$ cat config.mk
export PLATFORM = sky130hd
export DESIGN_NAME = seq_run_detector
export DESIGN_NICKNAME = d
export VERILOG_FILES = /design/src/rtl/seq_run_detector_pkg.sv /design/src/rtl/seq_run_detector_sat_counter.sv /design/src/rtl/seq_run_detector.sv
export SDC_FILE = /design/constraint.sdc
export NUM_CORES = 1
export LEC_CHECK = 0
export BUFFER_PORTS_ARGS = -buffer_cell sky130_fd_sc_hd__clkbuf_2
export CORE_MARGIN = 2
export CORE_UTILIZATION = 58
export CTS_BUF_LIST = sky130_fd_sc_hd__clkbuf_2
export CTS_CLUSTER_DIAMETER = 200
export DETAILED_ROUTE_END_ITERATION = 8
export PLACE_DENSITY = 0.78
export RECOVER_POWER = 25
export SYNTH_ARGS = -nofsm -noshare
export SYNTH_HDL_FRONTEND = slang
export SYNTH_SLANG_ARGS = --single-unit
export TNS_END_PERCENT = 30
$ cat constraint.sdc
create_clock -name clk -period 3.72 [get_ports clk]
set_input_delay 0 -clock clk [delete_from_list [all_inputs] [get_ports clk]]
set_output_delay 0 -clock clk [all_outputs]
set_load 0.05 [all_outputs]
$ cat src/rtl/seq_run_detector_pkg.sv
// rtl/seq_run_detector_pkg.sv - shared constants and helpers for the run-length detector
package seq_run_detector_pkg;

    localparam int DEF_W = 2;
    localparam int DEF_N = 3;
    localparam int K_W   = $clog2(DEF_N + 1);

    // Elements 1,2,3 with element 0 in the low bits
    localparam logic [DEF_N*DEF_W-1:0] DEF_PAT = 6'b111001;

    // Active pattern length is always at least one element and never beyond N
    function automatic int clamp_len(input int len, input int n);
        if (len < 1) begin
            return 1;
        end
        if (len > n) begin
            return n;
        end
        return len;
    endfunction

endpackage

$ cat src/rtl/seq_run_detector_sat_counter.sv
// rtl/seq_run_detector_sat_counter.sv - saturating event counter with synchronous clear
module sat_counter #(
    parameter int CNT_W = 8
) (
    input  logic             clk,
    input  logic             rst_n,
    input  logic             inc,
    input  logic             clr,
    output logic [CNT_W-1:0] cnt
);

    // Clear beats increment; the count sticks at all-ones
    always_ff @(posedge clk or negedge rst_n) begin
        if (!rst_n) begin
            cnt <= '0;
        end else if (clr) begin
            cnt <= '0;
        end else if (inc && (cnt != '1)) begin
            cnt <= cnt + CNT_W'(1);
        end
    end

endmodule

$ cat src/rtl/seq_run_detector.sv
// rtl/seq_run_detector.sv - programmable run-length pattern detector with hit counter
module seq_run_detector
    import seq_run_detector_pkg::*;
#(
    parameter int                 W       = DEF_W,
    parameter int                 N       = DEF_N,
    parameter int                 CNT_W   = 8,
    parameter logic [N*W-1:0]     RST_PAT = DEF_PAT,
    localparam int                IDX_W   = (N > 1) ? $clog2(N) : 1,
    localparam int                LEN_W   = $clog2(N + 1)
) (
    input  logic             clk,
    input  logic             rst_n,
    input  logic             in_valid,
    input  logic [W-1:0]     in_sym,
    input  logic             cfg_we,
    input  logic [IDX_W-1:0] cfg_idx,
    input  logic [W-1:0]     cfg_sym,
    input  logic [LEN_W-1:0] cfg_len,
    input  logic             clr_cnt,
    output logic             match,
    output logic             hit,
    output logic [CNT_W-1:0] hit_cnt
);

    logic [LEN_W-1:0] k;
    logic [LEN_W-1:0] k_next;
    logic [LEN_W-1:0] len;
    logic [W-1:0]     pat [N];
    logic [W-1:0]     sym_cur;
    logic [W-1:0]     sym_prev;
    logic             hit_set;

    // Select the element awaited next (pat[k]) and the one last matched (pat[k-1])
    always_comb begin
        sym_cur  = '0;
        sym_prev = '0;
        for (int i = 0; i < N; i++) begin
            if (k == LEN_W'(i)) begin
                sym_cur = pat[i];
            end
            if (k == LEN_W'(i + 1)) begin
                sym_prev = pat[i];
            end
        end
    end

    // Advance, repeat, restart, else drop to zero, in that priority
    always_comb begin
        k_next = k;
        if ((k < len) && (in_sym == sym_cur)) begin
            k_next = k + LEN_W'(1);
        end else if ((k != '0) && (in_sym == sym_prev)) begin
            k_next = k;
        end else if (in_sym == pat[0]) begin
            k_next = LEN_W'(1);
        end else begin
            k_next = '0;
        end
    end

    // A hit is only the transition into the full-match state
    assign hit_set = in_valid && !cfg_we && (k != len) && (k_next == len);
    assign match   = (k == len);

    // Progress state, active length and pattern storage; config discards any symbol
    always_ff @(posedge clk or negedge rst_n) begin
        if (!rst_n) begin
            k   <= '0;
            len <= LEN_W'(N);
            for (int i = 0; i < N; i++) begin
                pat[i] <= RST_PAT[i*W +: W];
            end
        end else if (cfg_we) begin
            k   <= '0;
            len <= LEN_W'(clamp_len(int'(cfg_len), N));
            for (int i = 0; i < N; i++) begin
                if (cfg_idx == IDX_W'(i)) begin
                    pat[i] <= cfg_sym;
                end
            end
        end else if (in_valid) begin
            k <= k_next;
        end
    end

    // One-cycle hit pulse
    always_ff @(posedge clk or negedge rst_n) begin
        if (!rst_n) begin
            hit <= 1'b0;
        end else begin
            hit <= hit_set;
        end
    end

    sat_counter #(
        .CNT_W(CNT_W)
    ) u_hit_cnt (
        .clk  (clk),
        .rst_n(rst_n),
        .inc  (hit_set),
        .clr  (clr_cnt),
        .cnt  (hit_cnt)
    );

endmodule
==> impl_metrics.csv <==
group,metric,value,unit
cts,clk_path_buf_depth,2,
synthesis,synth_flop_cell,"dfrtp_1",
finish,final_common_cell,"clkbuf_2",
synthesis,synth-seq-cells,19,
finish,nNetsFinal,194,
floorplan,row_count,17,
floorplan,io_pins,23,
grt,grt_pass1_wl,5260,um
setup_path,worstPathRequired,3.93,ns
detailed_routing,num_vias,1206,
setup_path,path_class,"reg2reg",
sta,slew_headroom,0.350,
finish,multi_input_area,855,um^2
setup_path,critPathLaunch,"k[0]$_DFFE_PN0P_",
synthesis,yosys_warnings,0,
sta,fin_crit,3.31,ns
cts,path_clk_slew,0.17,ns
placement,place_area,0.00154,mm^2
sta,setup_viol,0,
cts,cts_tree,"built",
setup_path,startpoint_type,"flop",
synthesis,synth_top_area_cell,"dfrtp_1",
sta,tightest_slew,0.975,ns
placement,routabilityCongestion,0.827,
setup_path,critical_path_arrival,3.51,ns
synthesis,synth_edf_count,0,
floorplan,core-area,0.00225,mm^2
outcome,status,"complete, no violations",
floorplan,die_w,53.2,um
pwr,ir_worst_vdd,0.000261,V
synthesis,synth_fp_nets,163,
sta,rsz0062_at_grt,"no",
finish,fillCellCount,194,
cts,clk_latency,0.29,ns
synthesis,synth.avg_cell_area,9.80,um^2
sta,max_freq,0.302,GHz
grt,track_usage,0.257,
floorplan,die-area,0.00283,mm^2
cts,cts.sinks,19,
floorplan,die_h,53.2,um
detailed_routing,drc_errors,0,
sta,skew,0.00756,ns
detailed_routing,dr.pass1.iters,4,
synthesis,postSynthCellCount,143,
setup_path,rr_startpoint,"k[0]$_DFFE_PN0P_",
sta,slew_violations,0,
grt,grt_max_degree,20,
synthesis,synth.yosys.seq_area_share,0.345,
setup_path,path_max_fanout,13,
min_path,min_from,"clr_cnt",
cts,cts.htree.levels,1,
pwr,leakage,0.728,nW
pwr,power_density,359,mW/mm^2
cts,post_cts_resized,0,
finish,synthToLayoutAreaGrowth,15.2,%
cts,postCtsSetupRepairBufs,0,
cts,numCtsBuffers,3,
detailed_routing,ant_nets,0,
detailed_routing,drt-initial-drc-count,12,
detailed_routing,wl,2960,um
sta,worst_hold_slack,0.00454,ns
synthesis,synth.top_cell.area_share,0.232,
synthesis,synth_area,0.00140,mm^2
synthesis,synthTopCellsByArea,"dfrtp_1, dfstp_2, ha_1",
placement,dp_hpwl,2320,um
grt,antenna_found_initial,0,
synthesis,ys_types,46,
sta,hold_viol_final,0,
setup_path,end_kind,"flop",
detailed_routing,wl_per_cell,14.7,um
placement,port_buffers,22,
finish,register_area,483,um^2
finish,design_area,0.00161,mm^2
detailed_routing,via_per_inst,6.00,
finish,drive_gt1_frac,0.277,
sta,fin_tns_setup,0,ns
grt,gr-total-overflow,0,
synthesis,async_flop_share,1.00,
finish,antenna_cells,0,
cts,cts_root_buf,"clkbuf_2",
grt,grt_pass1_vias,1192,
flow_run,maxCapViolCount,0,
floorplan,initial_core_util,0.622,
sta,fin_crit_sh,0.889,
min_path,hp-class,"in2reg",
finish,most-common-layout-cells,"clkbuf_2, dfrtp_1, inv_1",
[metrics by stage]
stage | std cells | utilization | power [W] | worst slack [ns]
6_report | 201 | 0.716 | 0.000579 | 0.413
3_5_place_dp | 191 | 0.681 | 0.000485 | 0.500
4_1_cts | 201 | 0.716 | 0.000578 | 0.457
5_1_grt | 201 | 0.716 | 0.000618 | 0.242
3_3_place_gp | 191 | 0.681 | 0.000475 | 0.568
2_1_floorplan | 143 | - | 0.000432 | 0.825
[worst max-delay path: stages, from the launching register on]
cell	delay, ns
dfrtp_1	0.50
inv_1	0.15
ha_1	0.25
nor2b_1	0.16
a221o_1	0.31
a41o_1	0.35
a2111o_1	0.46
a221oi_2	0.33
a311oi_2	0.08
buf_4	0.20
nand3_1	0.10
mux2_1	0.32
[layout make-up]
cell class,instances,area share
flip-flops and latches,19,0.299
well taps,28,0.0217
inverters,12,0.0279
clock buffers,4,0.0124
repair buffers,29,0.109
multi-input cells,109,0.529
[cell families (layout without fill, tap and decap cells)]
group | after synthesis | after routing | share of synthesized area
adders and majority gates | 7 | 7 | 0.0625
xor gates and xnor gates | 4 | 4 | 0.0250
AOI/OAI and AO/OA | 34 | 34 | 0.226
and+or+nand+nor | 53 | 53 | 0.206
DFF | 19 | 19 | 0.345
muxes | 11 | 11 | 0.0902
buffers and inverters | 15 | 45 | 0.0455
[flip-flops by register name, indices dropped and copies added, names as in the netlist]
| name | cells |
|---|---|
| u_hit_cnt.cnt | 8 |
| pat | 6 |
| k | 2 |
| len | 2 |
| hit | 1 |
[power by group]
group | switching, W | internal (W)
clock network | 0.0000592 | 0.0000285
logic | 0.000135 | 0.0000971
registers | 0.0000248 | 0.000234
total | 0.000219 | 0.000359
[cells in the mapped netlist, drive strengths merged, types with 3 or more instances]
master / instances
inv: 12
mux2: 10
a221oi: 4
nand3: 8
dfrtp: 13
and3: 4
o21ai: 5
nor2: 8
ha: 7
a31oi: 5
nand2: 9
nor2b: 9
a21oi: 5
a221o: 3
dfstp: 6
or3: 3
and2: 3
[metal layers]
metal,wire [um],vias to the layer above,track usage
met3,88,8,0.0480
met2,1500,24,0.435
li1,-,589,-
met4,59,0,0.124
met1,1310,585,0.311
met5,0,-,0
[path summary, 6_finish.rpt]
path | end | slack (ns) | cells after the start
max | u_hit_cnt.cnt[2]$_DFFE_PN0P_ | 0.41 | 11
min | u_hit_cnt.cnt[5]$_DFFE_PN0P_ | 0.005 | 2
max reg2reg | u_hit_cnt.cnt[2]$_DFFE_PN0P_ | 0.41 | 11
min reg2reg | len[1]$_DFFE_PN1P_ | 0.55 | 2
max in group asynchronous | pat[5]$_DFFE_PN0P_ | 2.79 | 2
min in group asynchronous | k[0]$_DFFE_PN0P_ | 0.35 | 2
[what timing repair did]
item,in CTS,in global routing
hold buffers,6,0
setup endpoints to repair,0,0
hold endpoints to repair,29,0
No activity file was read; power rests on OpenSTA's default activity.
